`config.mk`:
```
export PLATFORM = sky130hd
export DESIGN_NAME = param_rr_arbiter
export DESIGN_NICKNAME = d
export VERILOG_FILES = /design/src/rtl/param_rr_arbiter.sv
export SDC_FILE = /design/constraint.sdc
export NUM_CORES = 1
export LEC_CHECK = 0
export CORE_ASPECT_RATIO = 1.5
export CORE_MARGIN = 4
export CORE_UTILIZATION = 49
export DETAILED_ROUTE_END_ITERATION = 8
export PLACE_DENSITY = 0.8
export SLEW_MARGIN = 15
export SYNTH_ARGS = -nofsm -noshare
export SYNTH_HDL_FRONTEND = slang
export SYNTH_SLANG_ARGS = --single-unit
export TNS_END_PERCENT = 100
```
`constraint.sdc`:
```
create_clock -name clk -period 5.4 [get_ports clk]
set_input_delay 1.08 -clock clk [delete_from_list [all_inputs] [get_ports clk]]
set_output_delay 1.08 -clock clk [all_outputs]
set_load 0.02 [all_outputs]
```
`src/rtl/param_rr_arbiter.sv`:
```
// param_rr_arbiter: N-requester registered arbiter with a one-hot grant.
// The mode input selects the policy at run time: fixed priority, round robin,
// or weighted round robin (WRR) with per-requester burst weights.
// The grant is registered, so no combinational path runs from req to grant.
// Optional macro ARB_LOCK_EN adds a 'lock' input. While lock is high and the
// owner keeps requesting, the current grant is held and its credit is frozen.
module param_rr_arbiter #(
  parameter int N        = 4,
  parameter int WEIGHT_W = 3,
  parameter int ID_W     = $clog2(N)
) (
  input  logic                  clk,
  input  logic                  rst,
  input  logic [1:0]            mode,
  input  logic [N-1:0]          req,
  input  logic [N*WEIGHT_W-1:0] weights,
`ifdef ARB_LOCK_EN
  input  logic                  lock,
`endif
  output logic [N-1:0]          grant,
  output logic                  grant_valid,
  output logic [ID_W-1:0]       grant_id
);

  typedef enum logic {
    IDLE  = 1'b0,
    GRANT = 1'b1
  } state_t;

  state_t                state_q, state_d;
  logic [N-1:0]          grant_q, grant_d;
  logic                  grant_valid_q, grant_valid_d;
  logic [ID_W-1:0]       grant_id_q, grant_id_d;
  logic [ID_W-1:0]       rr_ptr_q, rr_ptr_d;
  logic [WEIGHT_W-1:0]   credit_q, credit_d;

  logic [ID_W-1:0]       fixed_winner;
  logic [ID_W-1:0]       rr_winner;
  logic [ID_W-1:0]       winner;
  logic [N-1:0]          winner_onehot;
  logic [WEIGHT_W-1:0]   winner_weight;
  int                    rr_dist;
  int                    rr_best;
  logic                  is_fixed;
  logic                  is_wrr;
  logic                  owner_req;
  logic                  lock_hold;
  logic                  hold_end;
  logic                  arbitrate;

  // Fixed priority: scanning upward means the highest set index is the last one kept
  always_comb begin
    fixed_winner = '0;
    for (int i = 0; i < N; i++) begin
      if (req[i]) begin
        fixed_winner = ID_W'(i);
      end
    end
  end

  // Round robin: pick the requester at the smallest circular distance past rr_ptr
  always_comb begin
    rr_winner = '0;
    rr_best   = N;
    rr_dist   = 0;
    for (int j = 0; j < N; j++) begin
      rr_dist = j - int'(rr_ptr_q) - 1;
      if (rr_dist < 0) begin
        rr_dist = rr_dist + N;
      end
      if (req[j] && (rr_dist < rr_best)) begin
        rr_best   = rr_dist;
        rr_winner = ID_W'(j);
      end
    end
  end

  // Select the winner for the current mode, and decode its one-hot grant and its weight
  always_comb begin
    winner        = is_fixed ? fixed_winner : rr_winner;
    winner_onehot = '0;
    winner_weight = '0;
    for (int k = 0; k < N; k++) begin
      if (ID_W'(k) == winner) begin
        winner_onehot[k] = 1'b1;
        winner_weight    = weights[k*WEIGHT_W +: WEIGHT_W];
      end
    end
  end

  // Decide between holding the current owner and re-arbitrating, then compute the next state
  always_comb begin
    is_fixed  = (mode == 2'b00);
    is_wrr    = (mode == 2'b10);
    owner_req = |(req & grant_q);
`ifdef ARB_LOCK_EN
    lock_hold = lock && (state_q == GRANT) && owner_req;
`else
    lock_hold = 1'b0;
`endif
    hold_end  = !is_wrr || (credit_q == '0);
    arbitrate = (state_q == IDLE) || !owner_req || hold_end;

    state_d       = state_q;
    grant_d       = grant_q;
    grant_valid_d = grant_valid_q;
    grant_id_d    = grant_id_q;
    rr_ptr_d      = rr_ptr_q;
    credit_d      = credit_q;

    if (lock_hold) begin
      credit_d = credit_q;
    end else if (!arbitrate) begin
      credit_d = credit_q - WEIGHT_W'(1);
    end else if (req == '0) begin
      state_d       = IDLE;
      grant_d       = '0;
      grant_valid_d = 1'b0;
      grant_id_d    = '0;
      credit_d      = '0;
    end else begin
      state_d       = GRANT;
      grant_d       = winner_onehot;
      grant_valid_d = 1'b1;
      grant_id_d    = winner;
      rr_ptr_d      = winner;
      credit_d      = is_wrr ? winner_weight : '0;
    end
  end

  // State and registered outputs; the reset is asynchronous, and its release takes effect at the next clock edge
  always_ff @(posedge clk or negedge rst) begin
    if (!rst) begin
      state_q       <= IDLE;
      grant_q       <= '0;
      grant_valid_q <= 1'b0;
      grant_id_q    <= '0;
      rr_ptr_q      <= ID_W'(N - 1);
      credit_q      <= '0;
    end else begin
      state_q       <= state_d;
      grant_q       <= grant_d;
      grant_valid_q <= grant_valid_d;
      grant_id_q    <= grant_id_d;
      rr_ptr_q      <= rr_ptr_d;
      credit_q      <= credit_d;
    end
  end

  assign grant       = grant_q;
  assign grant_valid = grant_valid_q;
  assign grant_id    = grant_id_q;

endmodule

```
==> results.py <==
metrics = {
    "timing": {
        "setup_viol": 0,
        "fin_worst_skew_ns": 0.00802,
        "finalSetupTns_ns": 0,
        "fin_crit_sh_pct": 88.9,
        "worstMarginPinSlew_ns": 0.932,
        "finalCriticalPeriod_ns": 4.80,
        "hold_viol_final": 0,
        "slew_headroom_pct": 37.8,
        "final-max-slew-violation-count": 0,
        "rsz0062_at_grt": "false",
        "fmax_ghz": 0.208,
    },
    "critical_path": {
        "cpMostUsedCell": "ha_1",
        "critPathArrivalTime_ns": 4.93,
        "start_kind": "input port",
        "crit_start": "req[0]",
        "crit_path_end_kind": "flop",
        "critical-path-top-delay-family": "compound AO/OA/AOI/OAI gates",
        "worst-setup-path-type": "input port to flop",
        "endpoint": "credit_q[1]$_DFF_PN0_",
        "critPathMaxStageDelay_ns": 0.82,
        "path_buf_inv": 1,
        "cp_num_cells": 15,
        "r2r_end": "credit_q[1]$_DFF_PN0_",
        "rr_startpoint": "rr_ptr_q[0]$_DFFE_PN1P_",
        "worstPathRequired_ns": 5.53,
        "r2r_slack_ns": 0.81,
        "cp_max_fo": 14,
        "worstPathCellList": "clkdlybuf4s50_1 -> a21o_2 -> nand3_1 -> ha_1 -> a21boi_0 -> o211ai_1 -> a41oi_1 -> nand2_1 -> o21ai_0 -> ha_1 -> a21o_1 -> a31oi_4 -> o32ai_2 -> mux2i_1 -> o2111ai_1",
        "slowest_stage": "o32ai_2",
        "r2r_cells": 16,
    },
    "clock_tree": {
        "cts.sinks": 12,
        "clock_latency_ns": 0.27,
        "cts_tree": "yes",
        "cts_max_level": 1,
        "cts_root_buf": "clkbuf_4",
        "path_clk_slew_ns": 0.07,
        "cts_setup_buffers": 0,
        "cts_resized": 0,
        "cts_made_buffers": 3,
        "cts_hold_buf": 0,
        "clockBufferDepth": 2,
    },
    "floorplan": {
        "coreArea_sq_mm": 0.00208,
        "rows": 20,
        "initial_core_util_pct": 52.5,
        "die_h_um": 65.8,
        "die_w_um": 46.5,
        "die-area_sq_mm": 0.00306,
        "num_io_pins": 27,
    },
    "power": {
        "leakage_nw": 0.622,
        "power_density_mw_per_mm2": 701,
        "vdd.ir_drop.worst_v": 0.000420,
    },
    "cells_and_area": {
        "drive_above_1_share_pct": 7.28,
        "nets": 184,
        "antenna_cells": 0,
        "syn_to_final_growth_pct": 26.1,
        "n_fill_cell": 181,
        "utilization_pct": 66.1,
    },
    "route": {
        "drt_iter0_markers": 11,
        "vias_per_cell": 5.74,
        "wl_per_cell_um": 15.3,
        "ant_nets": 0,
        "dr_total_vias": 993,
        "drtPass1Iterations": 4,
        "finalWirelength_um": 2650,
        "drc_errors": 0,
    },
    "synth": {
        "synth_cell_type_count": 40,
        "synth-seq-cells": 12,
        "yosysWarnings": 0,
        "synth_seq_area_share_pct": 27.8,
        "synth_cells": 124,
        "syn_area_per_cell_sq_um": 8.79,
        "netlist_area_sq_mm": 0.00109,
    },
    "placed_design": {
        "dp_hpwl_um": 2200,
        "gp_congestion": 0.853,
        "io_buffers": 26,
    },
    "global_route": {
        "grt_pass1_wl_um": 4540,
        "overflow": 0,
        "grt_max_degree": 15,
        "grt_pass1_vias": 1029,
        "antenna_found_initial": 0,
        "grtUsageTotal_pct": 20.1,
    },
    "status": {
        "status": "finished clean",
    },
    "run": {
        "maxCapViolCount": 0,
    },
    "worst_hold_path": {
        "hold_path_class": "flop to flop",
    },
}
per-layer routing:
layer,share of wire (%),global-route usage (%)
met3,3.9,1.37
met4,1.2,6.05
met5,0,0
met2,54,36.2
met1,41,24.2
registers in the layout, indices dropped and copies added, names as in the netlist:
register,cells
grant_valid,1
grant_id,2
rr_ptr_q,2
grant,4
credit_q,3
worst register-to-register path: stages (launching register included):
cell	delay, ns
dfstp_2	0.62
inv_1	0.10
ha_1	0.20
xor2_1	0.23
inv_1	0.07
ha_1	0.24
ha_1	0.31
nor4bb_1	0.44
a41oi_1	0.26
nand2_1	0.11
o21ai_0	0.09
ha_1	0.31
a21o_1	0.15
a31oi_4	0.11
o32ai_2	0.82
mux2i_1	0.27
o2111ai_1	0.15
worst min path at each step:
stage	endpoint	slack, ns	cells past startpoint	startpoint
floorplan	rr_ptr_q[1]$_DFFE_PN1P_	0.46	2	rr_ptr_q[1]$_DFFE_PN1P_
global placement	grant_id[1]$_DFFE_PN0N_	0.46	2	grant_id[1]$_DFFE_PN0N_
detailed placement	grant_id[1]$_DFFE_PN0N_	0.46	2	grant_id[1]$_DFFE_PN0N_
CTS	grant_id[1]$_DFFE_PN0N_	0.49	2	grant_id[1]$_DFFE_PN0N_
global route	grant_id[0]$_DFFE_PN0N_	0.53	1	grant_id[0]$_DFFE_PN0N_
finish	grant_id[1]$_DFFE_PN0N_	0.49	2	grant_id[1]$_DFFE_PN0N_
cells by family (layout without fill, tap and decap cells):
kind of cell / after synthesis / after routing / share of synthesized area [%]
AND/OR/NAND/NOR: 50 / 50 / 23.0
AO/OA/AOI/OAI: 29 / 29 / 22.7
buffers and inverters: 14 / 40 / 6.54
adder cells (fa/ha/maj): 12 / 12 / 13.8
flip-flops: 12 / 12 / 27.8
XOR/XNOR: 3 / 3 / 3.10
multiplexers: 3 / 3 / 2.76
other: 1 / 2 / 0.344
metrics by stage:
step	total power (W)	instance area [sq um]	instances	hold WS, ns	setup slack (ns)
2_1_floorplan	0.000751	1090	125	0.458	1.50
3_3_place_gp	0.000887	1350	169	0.463	0.431
3_5_place_dp	0.000909	1350	169	0.463	0.302
4_1_cts	0.000972	1370	173	0.488	0.583
5_1_grt	0.00108	1370	173	0.531	0.243
6_report	0.000963	1370	173	0.493	0.597
synth_stat cells (all sizes together):
library cell | instances | share of area (%)
a21boi | 1 | 0.69
a21o | 5 | 3.7
a21oi | 1 | 0.46
a22o | 4 | 3.2
a31oi | 1 | 2.0
a41oi | 1 | 0.80
and3 | 2 | 1.1
and4 | 1 | 1.0
buf | 3 | 2.8
clkbuf | 1 | 0.34
conb | 1 | 0.34
dfrtp | 10 | 23
dfstp | 2 | 4.8
ha | 12 | 14
inv | 10 | 3.4
mux2i | 3 | 2.8
nand2 | 19 | 6.5
nand2b | 2 | 1.1
nand3 | 7 | 3.2
nand3b | 1 | 0.69
nand4 | 1 | 0.57
nor2 | 7 | 2.4
nor2b | 4 | 2.3
nor3 | 1 | 0.46
nor4bb | 1 | 0.92
o2111a | 1 | 1.0
o2111ai | 4 | 3.2
o211ai | 1 | 0.69
o21a | 1 | 0.69
o21ai | 5 | 2.3
o31a | 1 | 0.80
o31ai | 1 | 0.69
o32ai | 1 | 1.5
o41a | 1 | 1.0
or3 | 3 | 1.7
or3b | 1 | 0.80
xnor2 | 1 | 1.5
xor2 | 2 | 1.6
power breakdown:
group / switching [W] / total (W) / internal (W)
clock network: 0.0000265 / 0.0000550 / 0.0000286
registers: 0.0000284 / 0.000164 / 0.000135
logic: 0.000414 / 0.000744 / 0.000330
total: 0.000469 / 0.000963 / 0.000494
area by class of cell:
class / instances / area, sq um / area share (%)
clock buffers: 4 / 26.3 / 1.91
inverters: 10 / 37.5 / 2.73
multi-input cells: 99 / 719 / 52.4
flip-flops and latches: 12 / 303 / 22.0
well taps: 22 / 27.5 / 2.00
repair buffers: 26 / 260 / 18.9
cell usage in the layout, fill, tap and decap left out, types with 4 or more instances in the layout:
master            n
nor2b_1           4
o21ai_0           5
a22o_1            4
ha_1             12
nand3_1           7
nand2_1          19
o2111ai_1         4
nor2_1            7
dfrtp_1          10
inv_1            10
clkdlybuf4s50_1  26
No activity file was read; power rests on OpenSTA's default activity.
